`src/rtl/ps2_pkg.sv`:
```
// rtl/ps2_pkg.sv - shared PS/2 types, command codes and parity helper
// Purpose: state encoding for the host transmitter, keyboard command and
//          response codes, and the odd-parity function used to build frames.
// Ports:   none (package).
package ps2_pkg;

   typedef enum logic [2:0] {
      IDLE,
      INHIBIT,
      REQ,
      SEND,
      ACK,
      WAIT_IDLE,
      DONE
   } tx_state_t;

   localparam logic [7:0] CMD_SET_LEDS = 8'hED;
   localparam logic [7:0] CMD_ENABLE   = 8'hF4;
   localparam logic [7:0] CMD_RESET    = 8'hFF;
   localparam logic [7:0] RSP_ACK      = 8'hFA;

   // Odd parity: the returned bit makes the total count of ones odd.
   function automatic logic odd_parity(input logic [7:0] data);
      return ~^data;
   endfunction

endpackage

```
`src/rtl/ps2_line_sync.sv`:
```
// rtl/ps2_line_sync.sv - 2-FF synchronizer with falling-edge detect for one PS/2 line
// Purpose: bring an asynchronous open-collector line into the clk domain and
//          flag its high-to-low transitions.
// Ports:   clk    - system clock
//          resetn - synchronous active-low reset
//          line   - raw asynchronous line
//          sync   - synchronized line level
//          fall   - one-cycle pulse when the synchronized level drops 1 -> 0
module ps2_line_sync (
   input  logic clk,
   input  logic resetn,
   input  logic line,
   output logic sync,
   output logic fall
);

   logic meta;
   logic prev;

   // Reset to 1 (the idle bus level) so leaving reset never reports a fall.
   always_ff @(posedge clk) begin
      if (!resetn) begin
         meta <= 1'b1;
         sync <= 1'b1;
         prev <= 1'b1;
      end else begin
         meta <= line;
         sync <= meta;
         prev <= sync;
      end
   end

   assign fall = prev & ~sync;

endmodule

```
`src/rtl/ps2_host_tx.sv`:
```
// rtl/ps2_host_tx.sv - PS/2 host-to-device command transmitter
// Purpose: sends one command byte to a PS/2 device (inhibit, request-to-send,
//          10 device-clocked bits, acknowledge) and reports success or error.
// Ports:   Clk, Reset_n           - system clock, synchronous active-low reset
//          tx_start, tx_data      - one-cycle request and byte to send
//          tx_busy, tx_done       - transfer in progress / end-of-transfer pulse
//          tx_err                 - with tx_done: timeout or missing acknowledge
//          rx_inhibit             - tells the keyboard receiver to ignore the bus
//          ps2_clk_in, ps2_dat_in - raw bus lines
//          ps2_clk_oe, ps2_dat_oe - 1 = pull the line low
module ps2_host_tx
   import ps2_pkg::*;
#(
   parameter int unsigned INHIBIT_CYCLES = 5000,
   parameter int unsigned REQ_CYCLES     = 50,
   parameter int unsigned TIMEOUT_CYCLES = 750000
) (
   input  logic       Clk,
   input  logic       Reset_n,
   input  logic       tx_start,
   input  logic [7:0] tx_data,
   output logic       tx_busy,
   output logic       tx_done,
   output logic       tx_err,
   output logic       rx_inhibit,
   input  logic       ps2_clk_in,
   input  logic       ps2_dat_in,
   output logic       ps2_clk_oe,
   output logic       ps2_dat_oe
);

   localparam int unsigned MAX_COUNT =
      (INHIBIT_CYCLES > TIMEOUT_CYCLES) ? INHIBIT_CYCLES : TIMEOUT_CYCLES;
   localparam int CW = $clog2(MAX_COUNT + 1);

   localparam logic [CW-1:0] INH_LAST = CW'(INHIBIT_CYCLES - 1);
   localparam logic [CW-1:0] REQ_LAST = CW'(REQ_CYCLES - 1);
   localparam logic [CW-1:0] TO_LAST  = CW'(TIMEOUT_CYCLES - 1);
   localparam logic [CW-1:0] CNT_MAX  = '1;

   tx_state_t      state, state_n;
   logic [CW-1:0]  cnt, cnt_n, cnt_inc;
   logic [9:0]     shift, shift_n;
   logic [3:0]     idx, idx_n;
   logic           ack_ok, ack_ok_n;
   logic           clk_oe_n, dat_oe_n, err_n;
   logic           clk_sync, clk_fall, dat_sync, dat_fall;

   ps2_line_sync u_clk_sync (
      .clk    (Clk),
      .resetn (Reset_n),
      .line   (ps2_clk_in),
      .sync   (clk_sync),
      .fall   (clk_fall)
   );

   ps2_line_sync u_dat_sync (
      .clk    (Clk),
      .resetn (Reset_n),
      .line   (ps2_dat_in),
      .sync   (dat_sync),
      .fall   (dat_fall)
   );

   assign cnt_inc    = (cnt == CNT_MAX) ? cnt : cnt + 1'b1;
   assign rx_inhibit = tx_busy;

   // Line enables are computed here and registered below, and only move on a
   // state change or a device clock fall.
   always_comb begin
      state_n  = state;
      cnt_n    = cnt;
      shift_n  = shift;
      idx_n    = idx;
      ack_ok_n = ack_ok;
      clk_oe_n = ps2_clk_oe;
      dat_oe_n = ps2_dat_oe;
      err_n    = 1'b0;
      case (state)
         IDLE: begin
            if (tx_start) begin
               state_n  = INHIBIT;
               cnt_n    = '0;
               shift_n  = {1'b1, odd_parity(tx_data), tx_data};
               idx_n    = '0;
               ack_ok_n = 1'b0;
               clk_oe_n = 1'b1;
               dat_oe_n = 1'b0;
            end
         end
         INHIBIT: begin
            cnt_n = cnt_inc;
            if (cnt == INH_LAST) begin
               state_n  = REQ;
               cnt_n    = '0;
               dat_oe_n = 1'b1;
            end
         end
         REQ: begin
            cnt_n = cnt_inc;
            if (cnt == REQ_LAST) begin
               state_n  = SEND;
               cnt_n    = '0;
               idx_n    = '0;
               clk_oe_n = 1'b0;
            end
         end
         SEND, ACK, WAIT_IDLE: begin
            if (state == WAIT_IDLE && clk_sync && dat_sync) begin
               state_n  = DONE;
               err_n    = ~ack_ok;
               clk_oe_n = 1'b0;
               dat_oe_n = 1'b0;
            end else if (clk_fall) begin
               cnt_n = '0;
               if (state == SEND) begin
                  dat_oe_n = ~shift[0];
                  shift_n  = {1'b0, shift[9:1]};
                  idx_n    = idx + 4'd1;
                  if (idx == 4'd9) state_n = ACK;
               end else if (state == ACK) begin
                  ack_ok_n = ~dat_sync;
                  state_n  = WAIT_IDLE;
               end
            end else if (cnt == TO_LAST) begin
               state_n  = DONE;
               err_n    = 1'b1;
               clk_oe_n = 1'b0;
               dat_oe_n = 1'b0;
            end else begin
               cnt_n = cnt_inc;
            end
         end
         DONE: begin
            state_n  = IDLE;
            clk_oe_n = 1'b0;
            dat_oe_n = 1'b0;
         end
         default: begin
            state_n  = IDLE;
            clk_oe_n = 1'b0;
            dat_oe_n = 1'b0;
         end
      endcase
   end

   always_ff @(posedge Clk) begin
      if (!Reset_n) begin
         state      <= IDLE;
         cnt        <= '0;
         shift      <= '0;
         idx        <= '0;
         ack_ok     <= 1'b0;
         ps2_clk_oe <= 1'b0;
         ps2_dat_oe <= 1'b0;
         tx_busy    <= 1'b0;
         tx_done    <= 1'b0;
         tx_err     <= 1'b0;
      end else begin
         state      <= state_n;
         cnt        <= cnt_n;
         shift      <= shift_n;
         idx        <= idx_n;
         ack_ok     <= ack_ok_n;
         ps2_clk_oe <= clk_oe_n;
         ps2_dat_oe <= dat_oe_n;
         tx_busy    <= (state_n != IDLE);
         tx_done    <= (state_n == DONE);
         tx_err     <= err_n;
      end
   end

endmodule

```
`config.mk`:
```
export PLATFORM = sky130hd
export DESIGN_NAME = ps2_host_tx
export DESIGN_NICKNAME = d
export VERILOG_FILES = /design/src/rtl/ps2_pkg.sv /design/src/rtl/ps2_line_sync.sv /design/src/rtl/ps2_host_tx.sv
export SDC_FILE = /design/constraint.sdc
export NUM_CORES = 1
export LEC_CHECK = 0
export ABC_AREA = 0
export CORE_ASPECT_RATIO = 1.1
export CORE_MARGIN = 1
export CORE_UTILIZATION = 41
export DETAILED_ROUTE_END_ITERATION = 10
export PLACE_DENSITY_LB_ADDON = 0.25
export SYNTH_ARGS = -nofsm -noshare
export SYNTH_HDL_FRONTEND = slang
export SYNTH_HIERARCHICAL = 1
export SYNTH_SLANG_ARGS = --single-unit
```
`constraint.sdc`:
```
create_clock -name Clk -period 2.9 [get_ports Clk]
set_clock_uncertainty 0.1 [all_clocks]
set_input_delay 0.725 -clock Clk [delete_from_list [all_inputs] [get_ports Clk]]
set_output_delay 0.725 -clock Clk [all_outputs]
set_load 0.05 [all_outputs]
```
Word level (Yosys, flattened, before mapping)
Cells that the tools add are included.
- bits in registers: 48
- bits in latches: 0
- memory bits (writable): 0
- bits in read-only memories: 0
- input bits: 13
- output and inout port bits: 6
- memories: 0
- $add $sub $neg: 2
- multipliers: 0
- divide/modulo/power cells: 0
- order comparisons: 0
- eq/ne operators: 24
- shift-type cells: 0
- muxes and demuxes: 49
- bitwise gates (word level): 7
- reductions and logical operators: 16
- operators by type and width (kind ; count):
    $mux W20 ; 7
    $pmux W20 S4 ; 1
    $eq A20 B20 Y1 const B ; 2
    $mux W10 ; 4
    $mux W3 ; 9
    $add A20 B1 Y20 const B ; 1
    $eq A20 B13 Y1 const B ; 1
    $eq A20 B6 Y1 const B ; 1
    $mux W4 ; 5
    $pmux W10 S2 ; 1
    $mux W1 ; 17
    $ne A2 B2 Y1 const B ; 8
    $reduce_and A5 Y1 ; 3
    $pmux W3 S4 ; 1
    $pmux W4 S3 ; 1
    $reduce_and A6 Y1 ; 2
    $eq A3 B3 Y1 const B ; 3
    $ne A3 B3 Y1 const B ; 3
    $ne A4 B4 Y1 const B ; 2
    $pmux W1 S4 ; 2
    $reduce_xnor A8 Y1 ; 1
    $eq A3 B2 Y1 const B ; 2
    $not A1 Y1 ; 6
    $reduce_bool A3 Y1 ; 2
    other kinds (12) ; 13

Logic depth before layout (Yosys ltp)
Gate-level depths: netlist (run 1).
- depth after elaboration: 7
- gate-level depth with buffers: 9
- mapped depth without buffers: 8

Cells and area by module
The synthesis (run 1) kept the hierarchy.
- by module, submodules not included (module ; instances ; cells each ; area each (um^2) ; sequential area each (um^2)):
    ps2_host_tx ; 1 ; 334 ; 2577.5 ; 860.8
    ps2_line_sync ; 2 ; 7 ; 85.1 ; 60.1

Least setup slack after synthesis (run 1)
Ideal clock, no wire load.
- path type: register to register
- from: register cnt[19]
- to: register cnt[12]
- setup time: 0.115 ns
- arrival: 2.216 ns
- required time: 2.685 ns
- setup slack: 0.470 ns
- stages on the path, launching flop included: 8
- period minus slack after synthesis: 2.430 ns
- path through: dfxtp_1 or4_4 and4bb_2 a211oi_1 or4_4 o21ai_4 buf_6 nor2_1
- longest elaborated chain between the ends: 6
- elaborated cells on any way between the ends: 13
- classes of those cells: 5 x eq/ne; 7 x mux; 1 x reduce/logical
- RTL lines (element ; line ; RTL):
    start: declaration ; ps2_host_tx.sv:42 ; logic [CW-1:0] cnt, cnt_n, cnt_inc;
    start signal: assignment ; ps2_host_tx.sv:161 ; cnt <= cnt_n;
    $eq A20 B20 Y1 ; ps2_host_tx.sv:65 ; assign cnt_inc = (cnt == CNT_MAX) ? cnt : cnt + 1'b1;
    $mux W20 ; ps2_host_tx.sv:65 ;
    $mux W20 ; ps2_host_tx.sv:125 ; end else if (cnt == TO_LAST) begin
    $mux W20 ; ps2_host_tx.sv:114 ; end else if (clk_fall) begin
    $mux W20 ; ps2_host_tx.sv:109 ; if (state == WAIT_IDLE && clk_sync && dat_sync) begin
    $pmux W20 S4 ; ps2_host_tx.sv:79 ; case (state)
Parallel ways exist; a longest one is shown, timed or not. The select of a mux whose other input is x is not followed.
A chain may end at the register's enable or synchronous reset.

Final worst setup path (run 1)
- from: register cnt[13]
- to: register cnt[6]
The elaborated chain is that of the path after synthesis.

==> summary.md, run 1 <==
| Metric | Value |
|---|---|
| Largest net degree at the start of global routing | `24` |
| Status | `complete, no violations` |
| DIE WIDTH | `about 80 um` |
| Number of top-level pins | `19` |
| # fillers | `between 600 and 700` |
| Min-Delay Path Class | `flip-flop to flip-flop` |
| Setup crit start kind | `flip-flop` |
| P per Cell Area | `a little over 400 nW/um^2` |
| Starting DRT DRC Count | `approximately 150` |
| Num rows | `30` |
| Area Growth Syn to Fin | `12.21%` |
| Dpl cells | `between 400 and 500` |
| Internal power | `slightly above 900 uW` |
| Max-slew headroom | `between 60 and 70%` |
| Die Area | `about 7000 sq um` |
| First-pass GRT wire length | `between 10,000 and 15,000 um` |
| Drt first pass iters | `4` |
| Setup CP Type | `flip-flop to flip-flop` |
| Hold endpoint | `u_clk_sync/sync` |
| Final std cells w/o fill | `between 400 and 500` |
| Placer Congestion | `roughly 0.89` |
| Syn. warnings | `6` |
| Sw power | `approximately 320 uW` |
| Setup TNS | `0 ns` |
| Max Slew Vio Count | `0` |
| Final worst path period need | `around 2.6 ns` |
| F_max | `around 380 MHz` |
| Mapped Nets | `362` |
| Initial antenna violation count | `0` |
| Detailed Route WL | `between 6000 and 7000 um` |
| Initial Util | `between 40% and 50%` |
| WL/cell | `between 10 and 15 um` |
| Post-DRT Antenna Nets | `0` |
| Final Hold Violating Endpoints | `0` |
| Root buf cell | `clkbuf_8` |
| Tcrit/Tclk final | `90.34%` |
| Post-CTS resize count | `0` |
| Post-Syn Instances | `around 350` |
| H-Tree Depth | `2` |
| Gr usage total | `approximately a fifth` |
| CTS max path bufs | `2` |
| Worst reg2reg startpoint | `cnt[13]` |
| Register-to-Register Path Depth | `7` |
| Max_cap viols | `0` |
| Worst-path clk slew | `about 0.090 ns` |
| GRT Residual Overflow | `0` |
| Combinational group share of total power | `approximately 14%` |
| Mean post-synth cell area | `slightly below 8 sq um` |
| Number of diodes | `0` |
| Hold buffer count at cts | `0` |
| Clock Latency Late Sink | `roughly 0.30 ns` |
| CTS tree | `yes` |
| Post-DP HPWL | `between 4000 and 5000 um` |
| Clock power share | `a little under a third` |
| Crit-path max FO | `17` |
| Setup violators final | `0` |
| Layout cells sized above 1 | `~7.6%` |
| Synthesized area | `2715 sq um` |
| Vias in the first global route | `2,248` |
| Leak | `approximately 0.0011 uW` |
| Hold path start | `u_clk_sync/meta` |
| Die height | `~87 um` |
| Crit. Startpoint | `cnt[13]` |
| Switching Share | `between 20% and 30%` |
| Nets | `~370` |
| Design Area, Final | `around 3000 sq um` |
| Tightest Pin Transition | `0.5804 ns` |
| Core Area | `around 6300 sq um` |
| Share of power burned in registers | `approximately 56%` |
| Flop2flop setup slack | `approximately 0.28 ns` |
| Peak supply drop | `174.1 uV` |
| Overall Power | `roughly 1200 uW` |
| Via count | `2,460` |
| Inserted Clock Buffers | `5` |
| WP data arrival | `between 2 and 3 ns` |
| RSZ-0062 raised after global routing | `false` |
| Crit end category | `flip-flop` |
| Post-route DRC | `0` |
| Clock sink count | `48` |
| Placed instance area | `roughly 3000 sq um` |
| Hold path cells | `1` |
| Worst path required time | `approximately 3.0 ns` |
| IO buf count | `18` |
| Vias/cell | `approximately 5.6` |
| Post-CTS setup buffer count | `0` |
| FF-to-FF End | `cnt[6]` |
| Post-layout util | `between 40% and 50%` |
## worst max-delay path by stage
stage               cells after the start      end
finish                                  7   cnt[6]
global route                            7   cnt[0]
CTS                                     7   cnt[6]
detailed placement                      8   cnt[1]
global placement                        8   cnt[1]
floorplan                               7  cnt[12]
## layout make-up
cell class	count	area (sq um)	share of cell area [%]
multi-input combinational	260	1604	52.65
sequential	48	960.9	31.54
timing repair buffer	28	255.2	8.378
tap	80	100.1	3.285
clock buffer	6	72.57	2.382
inverter	13	48.80	1.602
clock inverter	1	5.005	0.1643
## worst max-delay path, cell delays in order (launching register included)
cell and delay (ns):
dfxtp_1 0.36, or4_1 0.58, nor4_1 0.41, nor2_1 0.10
or4_4 0.54, o21ai_4 0.12, buf_4 0.22, nor2_1 0.08
## metrics by stage
stage               setup slack, ns  hold WS, ns
floorplan                    0.4696       0.2863
global placement             0.2680       0.2931
detailed placement           0.2396       0.2940
CTS                          0.2849       0.3167
global route                 0.1665       0.3437
finish                       0.2802       0.3142
## layer usage
metal / vias up / GRT usage (%) / share of wire, %
met5: - / 0 / 0
met4: 0 / 5.950 / 0.96
met3: 5 / 2.932 / 3.8
met2: 47 / 29.60 / 46
met1: 1146 / 27.81 / 49
li1: 1262 / - / -
## state kept, by name, indices dropped and copies added, names as in the netlist, 3 cells and up
register  flops
idx           4
cnt          20
shift        10
state         3
## power by group through the flow
stage / Clock, uW / Combinational, uW / Sequential [uW]
after global routing: 424 / 193 / 702
after detailed placement: 0 / 173 / 714
final: 377 / 174 / 698
after floorplan: 0 / 113 / 717
after global placement: 0 / 173 / 713
after CTS: 395 / 174 / 698
## layout by cell type, fill, tap and decap left out, types with 2 or more instances in the layout
cell type,instances
nor2_1,43
nand4b_1,4
a31oi_1,6
xor2_1,11
and3_1,8
nand2_1,28
nor4_1,5
a311oi_1,9
mux2i_1,2
nand4_1,9
o2111ai_1,2
clkdlybuf4s50_1,18
nor3b_1,2
ha_1,4
inv_1,13
nor2b_1,3
and2_1,4
nor3_1,8
buf_4,10
o22ai_1,2
a211oi_1,5
nor4b_1,2
nand2b_1,9
o31ai_1,2
or4_1,2
dfxtp_1,48
xnor2_1,11
or4_4,2
nand3_1,28
o21ai_0,13
o211a_1,2
a21oi_1,10
clkbuf_8,5
a31o_2,3
and4_1,2
(Power assumes the default switching activity.)
==> run 2: changes to the inputs <==
ABC_CLOCK_PERIOD_IN_PS = 2900   (was default)
==> results of run 2 <==
The final DEF is identical to that of run 1; final timing and power are the same.
